$ cat config.mk
export PLATFORM = sky130hd
export DESIGN_NAME = sim_param_scheduler
export DESIGN_NICKNAME = d
export VERILOG_FILES = /design/src/rtl/sim_param_pkg.sv /design/src/rtl/sim_param_scheduler_param_slot.sv /design/src/rtl/sim_param_scheduler.sv
export SDC_FILE = /design/constraint.sdc
export NUM_CORES = 2
export LEC_CHECK = 0
export ABC_AREA = 1
export ABC_CLOCK_PERIOD_IN_PS = 1400
export BUFFER_PORTS_ARGS = -buffer_cell sky130_fd_sc_hd__clkbuf_2
export CORE_MARGIN = 10
export CORE_UTILIZATION = 50
export DETAILED_ROUTE_END_ITERATION = 6
export PLACE_DENSITY = 0.75
export SLEW_MARGIN = 20
export SYNTH_ARGS = -nofsm -noshare
export SYNTH_HDL_FRONTEND = slang
export SYNTH_SLANG_ARGS = --single-unit
$ cat constraint.sdc
create_clock -name clk -period 1.4 [get_ports clk]
set_clock_uncertainty 0.1 [all_clocks]
set_input_delay 0.28 -clock clk [delete_from_list [all_inputs] [get_ports clk]]
set_output_delay 0.28 -clock clk [all_outputs]
set_load 0.05 [all_outputs]
$ cat src/rtl/sim_param_pkg.sv
// Shared constants, slot map, reset table and FSM encoding for sim_param_scheduler.
package sim_param_pkg;

    localparam int unsigned NSLOT  = 16;
    localparam int unsigned DW     = 32;
    localparam int unsigned WORD_W = 16;
    localparam int unsigned OVW_W  = 8;
    localparam int unsigned SEL_W  = 4;

    // Slot map shared with the spindle / neuron_pool / muscle datapath
    localparam int unsigned SLOT_PPS_IA   = 1;
    localparam int unsigned SLOT_PPS_II   = 2;
    localparam int unsigned SLOT_GAIN     = 3;
    localparam int unsigned SLOT_GDYN     = 4;
    localparam int unsigned SLOT_GSTA     = 5;
    localparam int unsigned SLOT_GAIN_MN  = 6;
    localparam int unsigned SLOT_DLY      = 7;
    localparam int unsigned SLOT_BD_CHAIN = 13;
    localparam int unsigned SLOT_BD2      = 14;
    localparam int unsigned SLOT_BD1      = 15;

    // Power-on / global-reset value of every slot, index 0 first
    localparam logic [DW-1:0] SLOT_RESET [0:NSLOT-1] = '{
        32'h0000_0000, 32'h3F66_6666, 32'h3F66_6666, 32'h0000_0000,
        32'h42A0_0000, 32'h42A0_0000, 32'h0000_0001, 32'h0000_01F4,
        32'h0000_0000, 32'h0000_0000, 32'h0000_0000, 32'h0000_0000,
        32'h0000_0000, 32'h3C58_44D0, 32'h3D14_4674, 32'h3E71_4120
    };

    typedef enum logic [1:0] {
        ST_IDLE   = 2'd0,
        ST_ARMED  = 2'd1,
        ST_COMMIT = 2'd2
    } sched_state_e;

    // Word a trigger loads into a slot; the delay slot is an integer with no high half
    function automatic logic [DW-1:0] slot_word(input int unsigned idx,
                                                input logic [WORD_W-1:0] hi,
                                                input logic [WORD_W-1:0] lo);
        if (idx == SLOT_DLY) begin
            return {WORD_W'(0), lo};
        end
        return {hi, lo};
    endfunction

endpackage

$ cat src/rtl/sim_param_scheduler_param_slot.sv
// One parameter slot: host-written shadow, committed live value and pending flag.
module param_slot
    import sim_param_pkg::*;
(
    input  logic          clk,
    input  logic          reset_n,
    input  logic [DW-1:0] rst_val_i,
    input  logic          load_i,
    input  logic [DW-1:0] data_i,
    input  logic          commit_i,
    output logic [DW-1:0] live_o,
    output logic          pending_o
);

    logic [DW-1:0] shadow_q, shadow_d;
    logic [DW-1:0] live_q, live_d;
    logic          pending_q, pending_d;

    // A commit moves the old shadow to live even if a new word lands in the same cycle
    always_comb begin
        shadow_d  = shadow_q;
        live_d    = live_q;
        pending_d = pending_q;
        if (commit_i && pending_q) begin
            live_d    = shadow_q;
            pending_d = 1'b0;
        end
        if (load_i) begin
            shadow_d  = data_i;
            pending_d = 1'b1;
        end
    end

    // Slot registers with synchronous global reset
    always_ff @(posedge clk) begin
        if (!reset_n) begin
            shadow_q  <= rst_val_i;
            live_q    <= rst_val_i;
            pending_q <= 1'b0;
        end else begin
            shadow_q  <= shadow_d;
            live_q    <= live_d;
            pending_q <= pending_d;
        end
    end

    assign live_o    = live_q;
    assign pending_o = pending_q;

endmodule

$ cat src/rtl/sim_param_scheduler.sv
// Host parameter bank that commits shadow values only on simulation-step boundaries.
// Optional readback mux enabled by defining SIM_PARAM_READBACK_EN.
module sim_param_scheduler
    import sim_param_pkg::*;
(
    input  logic                clk,
    input  logic                reset_n,
    input  logic [NSLOT-1:0]    trig,
    input  logic [WORD_W-1:0]   wr_lo,
    input  logic [WORD_W-1:0]   wr_hi,
    input  logic                sim_tick,
    input  logic                sim_reset,
    output logic [NSLOT*DW-1:0] param_flat,
    output logic [NSLOT-1:0]    pending,
    output logic                commit_pulse,
    output logic [OVW_W-1:0]    ovw_cnt,
    input  logic [SEL_W-1:0]    rd_sel,
    output logic [DW-1:0]       rd_data
);

    sched_state_e     state_q, state_d;
    logic             tick_q;
    logic             rise_c;
    logic             commit_c;
    logic             commit_pulse_q;
    logic [OVW_W-1:0] ovw_cnt_q, ovw_cnt_d;
    logic [NSLOT-1:0] pending_w;
    logic [DW-1:0]    live_w [NSLOT];

    assign rise_c   = sim_tick & ~tick_q;
    assign commit_c = (state_q == ST_COMMIT);

    // Slot array; all slots share the commit strobe
    for (genvar i = 0; i < NSLOT; i++) begin : g_slot
        param_slot u_slot (
            .clk       (clk),
            .reset_n   (reset_n),
            .rst_val_i (SLOT_RESET[i]),
            .load_i    (trig[i]),
            .data_i    (slot_word(i, wr_hi, wr_lo)),
            .commit_i  (commit_c),
            .live_o    (live_w[i]),
            .pending_o (pending_w[i])
        );
        assign param_flat[i*DW +: DW] = live_w[i];
    end

    // Next-state and overwrite-counter logic
    always_comb begin
        state_d   = state_q;
        ovw_cnt_d = ovw_cnt_q;
        if (|(trig & pending_w) && (ovw_cnt_q != {OVW_W{1'b1}})) begin
            ovw_cnt_d = ovw_cnt_q + OVW_W'(1);
        end
        unique case (state_q)
            ST_IDLE:   if (|trig) state_d = ST_ARMED;
            ST_ARMED:  if (rise_c || sim_reset) state_d = ST_COMMIT;
            ST_COMMIT: state_d = (|trig) ? ST_ARMED : ST_IDLE;
            default:   state_d = ST_IDLE;
        endcase
    end

    // State, tick sampler, commit pulse and overwrite counter registers
    always_ff @(posedge clk) begin
        if (!reset_n) begin
            state_q        <= ST_IDLE;
            tick_q         <= 1'b0;
            commit_pulse_q <= 1'b0;
            ovw_cnt_q      <= '0;
        end else begin
            state_q        <= state_d;
            tick_q         <= sim_tick;
            commit_pulse_q <= (state_d == ST_COMMIT);
            ovw_cnt_q      <= ovw_cnt_d;
        end
    end

    assign pending      = pending_w;
    assign commit_pulse = commit_pulse_q;
    assign ovw_cnt      = ovw_cnt_q;

`ifdef SIM_PARAM_READBACK_EN
    logic [DW-1:0] rd_data_q;

    // Registered readback of the live value of the selected slot
    always_ff @(posedge clk) begin
        if (!reset_n) begin
            rd_data_q <= '0;
        end else if (32'(rd_sel) < NSLOT) begin
            rd_data_q <= live_w[rd_sel];
        end else begin
            rd_data_q <= '0;
        end
    end

    assign rd_data = rd_data_q;
`else
    logic rd_sel_unused;

    assign rd_sel_unused = ^rd_sel;
    assign rd_data       = '0;
`endif

endmodule

==> results of run 1 <==
stage by stage:
stage / hold slack (ns) / cell area (um^2) / worst slack, ns / std cells
after CTS: 0.001093 / 58610 / -0.2868 / 6339
after global placement: 0.3360 / 40940 / -0.2447 / 5983
after detailed placement: 0.3396 / 40940 / -0.2477 / 5983
after floorplan: 0.2735 / 36300 / -0.2006 / 4677
timing repair:
item / 4_1_cts
gates cloned: 37
endpoints found under the setup margin: 968
gates resized for setup: 2367
hold buffers: 42
setup buffers: 96
pin swaps: 21
endpoints found under the hold margin: 133
cell families after synthesis:
family	Yosys count	synth area share, %
and+or+nand+nor	2274	25.20
other	1	0.01039
AOI/OAI and AO/OA	842	11.70
xor gates and xnor gates	4	0.09707
buffers and inverters	488	6.376
adders and majority gates	1	0.03466
DFF	1020	56.58
metal layers:
metal	overflow	track usage (%)
met1	0	70.04
met2	6	84.45
met3	0	65.79
met4	12	67.82
met5	0	37.13
==> impl_metrics.py, run 1 <==
metrics = {
    "status": {
        "status": "did not finish",
        "stop_stage": "5_1_grt",
        "tool.error": "[ERROR GRT-0232] Routing congestion too high. Check the congestion heatmap in the GUI.",
    },
    "clocking": {
        "cts_made_buffers": 100,
        "cts_root_buf": "clkbuf_16",
        "cts_buffer_depth": 3,
        "cts_sinks": 1020,
        "htree_levels": 3,
    },
    "floorplan": {
        "dieWidth_um": 288.7,
        "die_h_um": 288.7,
        "row_count": 98,
        "ios": 625,
        "floorplan.initialDensity_pct": 50.48,
    },
    "placed_design": {
        "gp_congestion": 0.8379,
        "dp_hpwl_um": 85820,
        "port_buffers": 572,
    },
    "yosys": {
        "synth.top_cell.area_share_pct": 56.58,
        "synth-edff-count": 0,
        "synth.distinct_cells": 26,
        "syn_avg_cell_area_um2": 7.794,
        "ys_seq_area_share_pct": 56.58,
        "synth-seq-cells": 1020,
        "synthesis.yosys.warnings": 0,
        "synth_commonest_cells": "nand2_1, dfxtp_1, nor2_1",
        "synth_flop_cell": "dfxtp_1",
        "synth_area_um2": 36090,
        "synth.most_common_cell": "nand2_1",
        "ys_async_sr_fraction_pct": 0,
        "synthTopCellsByArea": "dfxtp_1, nand2_1, nor2_1",
        "yosysTopAreaCell": "dfxtp_1",
        "syn_inst": 4630,
    },
    "global_routing": {
        "grt_use_total_pct": 71.99,
        "grt_max_degree": 67,
        "overflow": 18,
        "antenna_found_initial": 59,
    },
    "timing": {
        "grt-worst-endpoint": "param_flat[364]",
        "worstEpCategory": "primary output",
    },
}
==> run 2: changes to the inputs <==
Settings changed: ABC_CLOCK_PERIOD_IN_PS 1400 to 1800, CORE_UTILIZATION 50 to 35, PLACE_DENSITY 0.75 to not set, PLACE_DENSITY_LB_ADDON set to 0.15.
Clock period 1.4 ns to 1.8 ns, I/O delays scaled along.
==> run 2 against run 1 <==
- area after synthesis unchanged
- the run now ends clean
- synthesized cell count did not move
==> impl_metrics.py, run 2 <==
metrics = {
    "status": {
        "status": "finished clean",
    },
    "yosys": {
        "synthAdderAreaFrac_pct": 0.03467,
        "synth_flop_cell": "dfxtp_1",
        "synth_top_family_by_area": "simple AND/OR/NAND/NOR gates",
        "synth_compound_area_share_pct": 11.70,
        "yosysTopAreaCell": "dfxtp_1",
        "synth.top_cell.area_share_pct": 56.58,
        "synth-seq-cells": 1020,
        "ys_seq_area_share_pct": 56.58,
        "synth-edff-count": 0,
        "syn_avg_cell_area_um2": 7.794,
        "synthesis.yosys.warnings": 0,
        "synthMuxAreaShare_pct": 0,
        "synth.distinct_cells": 26,
        "synth_commonest_cells": "nand2_1, dfxtp_1, nor2_1",
        "synth.most_common_cell": "nand2_1",
        "yosys.area_share.simple_pct": 25.20,
        "synth_area_um2": 36090,
        "ys_async_sr_fraction_pct": 0,
        "syn_inst": 4630,
        "synthXorXnorAreaFrac_pct": 0.09708,
        "synthTopCellsByArea": "dfxtp_1, nand2_1, nor2_1",
    },
    "power_and_ir_drop": {
        "powerDensity_nw_per_um2": 1077,
        "ir_worst_vdd_v": 0.0007334,
        "p_leak_nw": 20.02,
    },
    "worst_setup_path": {
        "critPathRequiredTime_ns": 1.34,
        "regToRegStartpoint": "ovw_cnt[0]$_SDFFE_PN0P_",
        "critPathCapture": "pending[7]",
        "critPathLaunch": "g_slot[7].u_slot.pending_o$_SDFFE_PN0P_",
        "path_delay_family": "flip-flops",
        "arrival_ns": 1.32,
        "worstPathCellList": "clkbuf_16",
        "r2r_cells": 7,
        "timing.rr.end": "ovw_cnt[4]$_SDFFE_PN0P_",
        "r2r_slack_ns": 0.15,
        "critical_path_class": "flip-flop to primary output",
        "worst_path_max_delay_cell": "dfxtp_4",
        "path_depth": 1,
        "path_buf_inv": 1,
        "path_max_fanout": 4,
        "cpPeakStageDelay_ns": 0.43,
        "cp-start-kind": "flip-flop",
        "end_kind": "primary output",
    },
    "global_routing": {
        "grt_pass1_wl_um": 211000,
        "antenna_found_initial": 12,
        "grt_max_degree": 103,
        "grt_pass1_vias": 30690,
        "grt_use_total_pct": 23.97,
        "overflow": 0,
    },
    "routing": {
        "vias": 32830,
        "routed_wl_um": 147500,
        "vias_per_cell": 4.980,
        "dr.pass1.iters": 5,
        "first_iter_violations": 3120,
        "ant_nets": 0,
        "post_drt_wl_per_cell_um": 22.37,
        "drc_errors": 0,
    },
    "timing": {
        "maxSlewViolCount": 0,
        "tightest_slew_ns": 0.5113,
        "min_period_over_period_pct": 99.09,
        "post-route-min-period_ns": 1.784,
        "finalSetupTns_ns": 0,
        "final-setup-viol-count": 0,
        "rsz0062_at_grt": "true",
        "hold_violations": 0,
        "max_freq_mhz": 560.7,
        "max_slew_margin_pct": 65.91,
    },
    "floorplan": {
        "row_count": 117,
        "dieWidth_um": 341.1,
        "core_area_um2": 102000,
        "die_h_um": 341.1,
        "floorplan.initialDensity_pct": 35.37,
        "ios": 625,
        "dieArea_um2": 116400,
    },
    "placed_design": {
        "dp_hpwl_um": 90500,
        "dp.cells": 6360,
        "gp_congestion": 0.7751,
        "port_buffers": 572,
    },
    "layout": {
        "final_util_pct": 47.29,
        "layout_commonest_cell": "nand2_1",
        "area_growth_pct": 33.69,
        "drive_gt1_share_pct": 21.83,
        "num-nets-final": 5187,
        "fin_cells": 6592,
        "layout_common_cells": "nand2_1, dfxtp_1, nor2_1, a21oi_1, nand3_1",
    },
    "clocking": {
        "cts_made_buffers": 109,
        "cts_buffer_depth": 3,
        "cts_tree": "built",
        "cts_root_buf": "clkbuf_16",
        "htree_levels": 3,
        "cts_sinks": 1020,
        "path_clk_slew_ns": 0.06,
        "clock_latency_ns": 0.70,
    },
    "run": {
        "cap_viol_max_count": 0,
    },
    "min_path": {
        "hold_path_class": "input pin to flip-flop",
    },
}
## run 2: cell counts after synthesis
No cell type changed its count.
## run 2: per-stage QoR
| step | hold slack, ns | area [um^2] | worst slack (ns) | total power [mW] |
|---|---|---|---|---|
| floorplan | 0.3292 | 36270 | 0.03275 | 27.19 |
| global placement | 0.3358 | 41140 | 0.04016 | 28.94 |
| detailed placement | 0.3394 | 41140 | 0.03745 | 28.98 |
| CTS | 0.006807 | 48220 | -0.04472 | 52.34 |
| global route | 0.03954 | 48250 | -0.05929 | 53.72 |
| finish | 0.04442 | 48250 | 0.01637 | 51.95 |
## run 2: what timing repair did
action | 4_1_cts | 5_1_grt
hold buffers | 5 | 0
hold endpoints to repair | 30 | 0
gates resized for setup | 909 | 25
cloned | 7 | 2
setup buffers | 15 | 1
endpoints found under the setup margin | 505 | 53
pin swaps | 0 | 1
## run 2: metal layers
metal / part of all wire (%) / vias up / track usage, %
met5: 0.0081 / - / 0
met2: 48 / 1196 / 40.48
met3: 7.2 / 200 / 4.601
met4: 2.8 / 2 / 7.476
met1: 42 / 15570 / 30.62
li1: - / 15860 / -
## run 2: how the worst min path moves through the flow
stage,from,endpoint,cells past startpoint
2_1_floorplan,g_slot[13].u_slot.shadow_q[10]$_SDFFE_PN1P_,g_slot[13].u_slot.live_o[10]$_SDFFE_PN1P_,2
3_3_place_gp,g_slot[4].u_slot.shadow_q[23]$_SDFFE_PN1P_,g_slot[4].u_slot.live_o[23]$_SDFFE_PN1P_,2
3_5_place_dp,g_slot[7].u_slot.shadow_q[2]$_SDFFE_PN1P_,g_slot[7].u_slot.live_o[2]$_SDFFE_PN1P_,2
4_1_cts,trig[7],g_slot[7].u_slot.shadow_q[5]$_SDFFE_PN1P_,4
5_1_grt,trig[7],g_slot[7].u_slot.shadow_q[6]$_SDFFE_PN1P_,4
6_report,trig[7],g_slot[7].u_slot.shadow_q[6]$_SDFFE_PN1P_,4
## run 2: area by class of cell
cell class                 count  area, um^2
tap                         1368        1712
inverter                      42       177.7
clock inverter                41       392.9
multi-input combinational   3169       13550
clock buffer                 161        3296
fill                       10020       53790
timing repair inverter         2       25.02
sequential                  1020       20640
timing repair buffer         786        8446
antenna                        3       7.507
## run 2: logic make-up after synthesis
kind of cell	count (synthesis)
AOI/OAI and AO/OA	842
xor gates and xnor gates	4
adders and majority gates	1
buffers and inverters	488
DFF	1020
other	1
and+or+nand+nor	2274
## run 2: power by group
part	internal, mW	switching [mW]
clock	13.5	9.57
combinational	1.47	3.37
sequential	23.5	0.518
(Power assumes the default switching activity.)
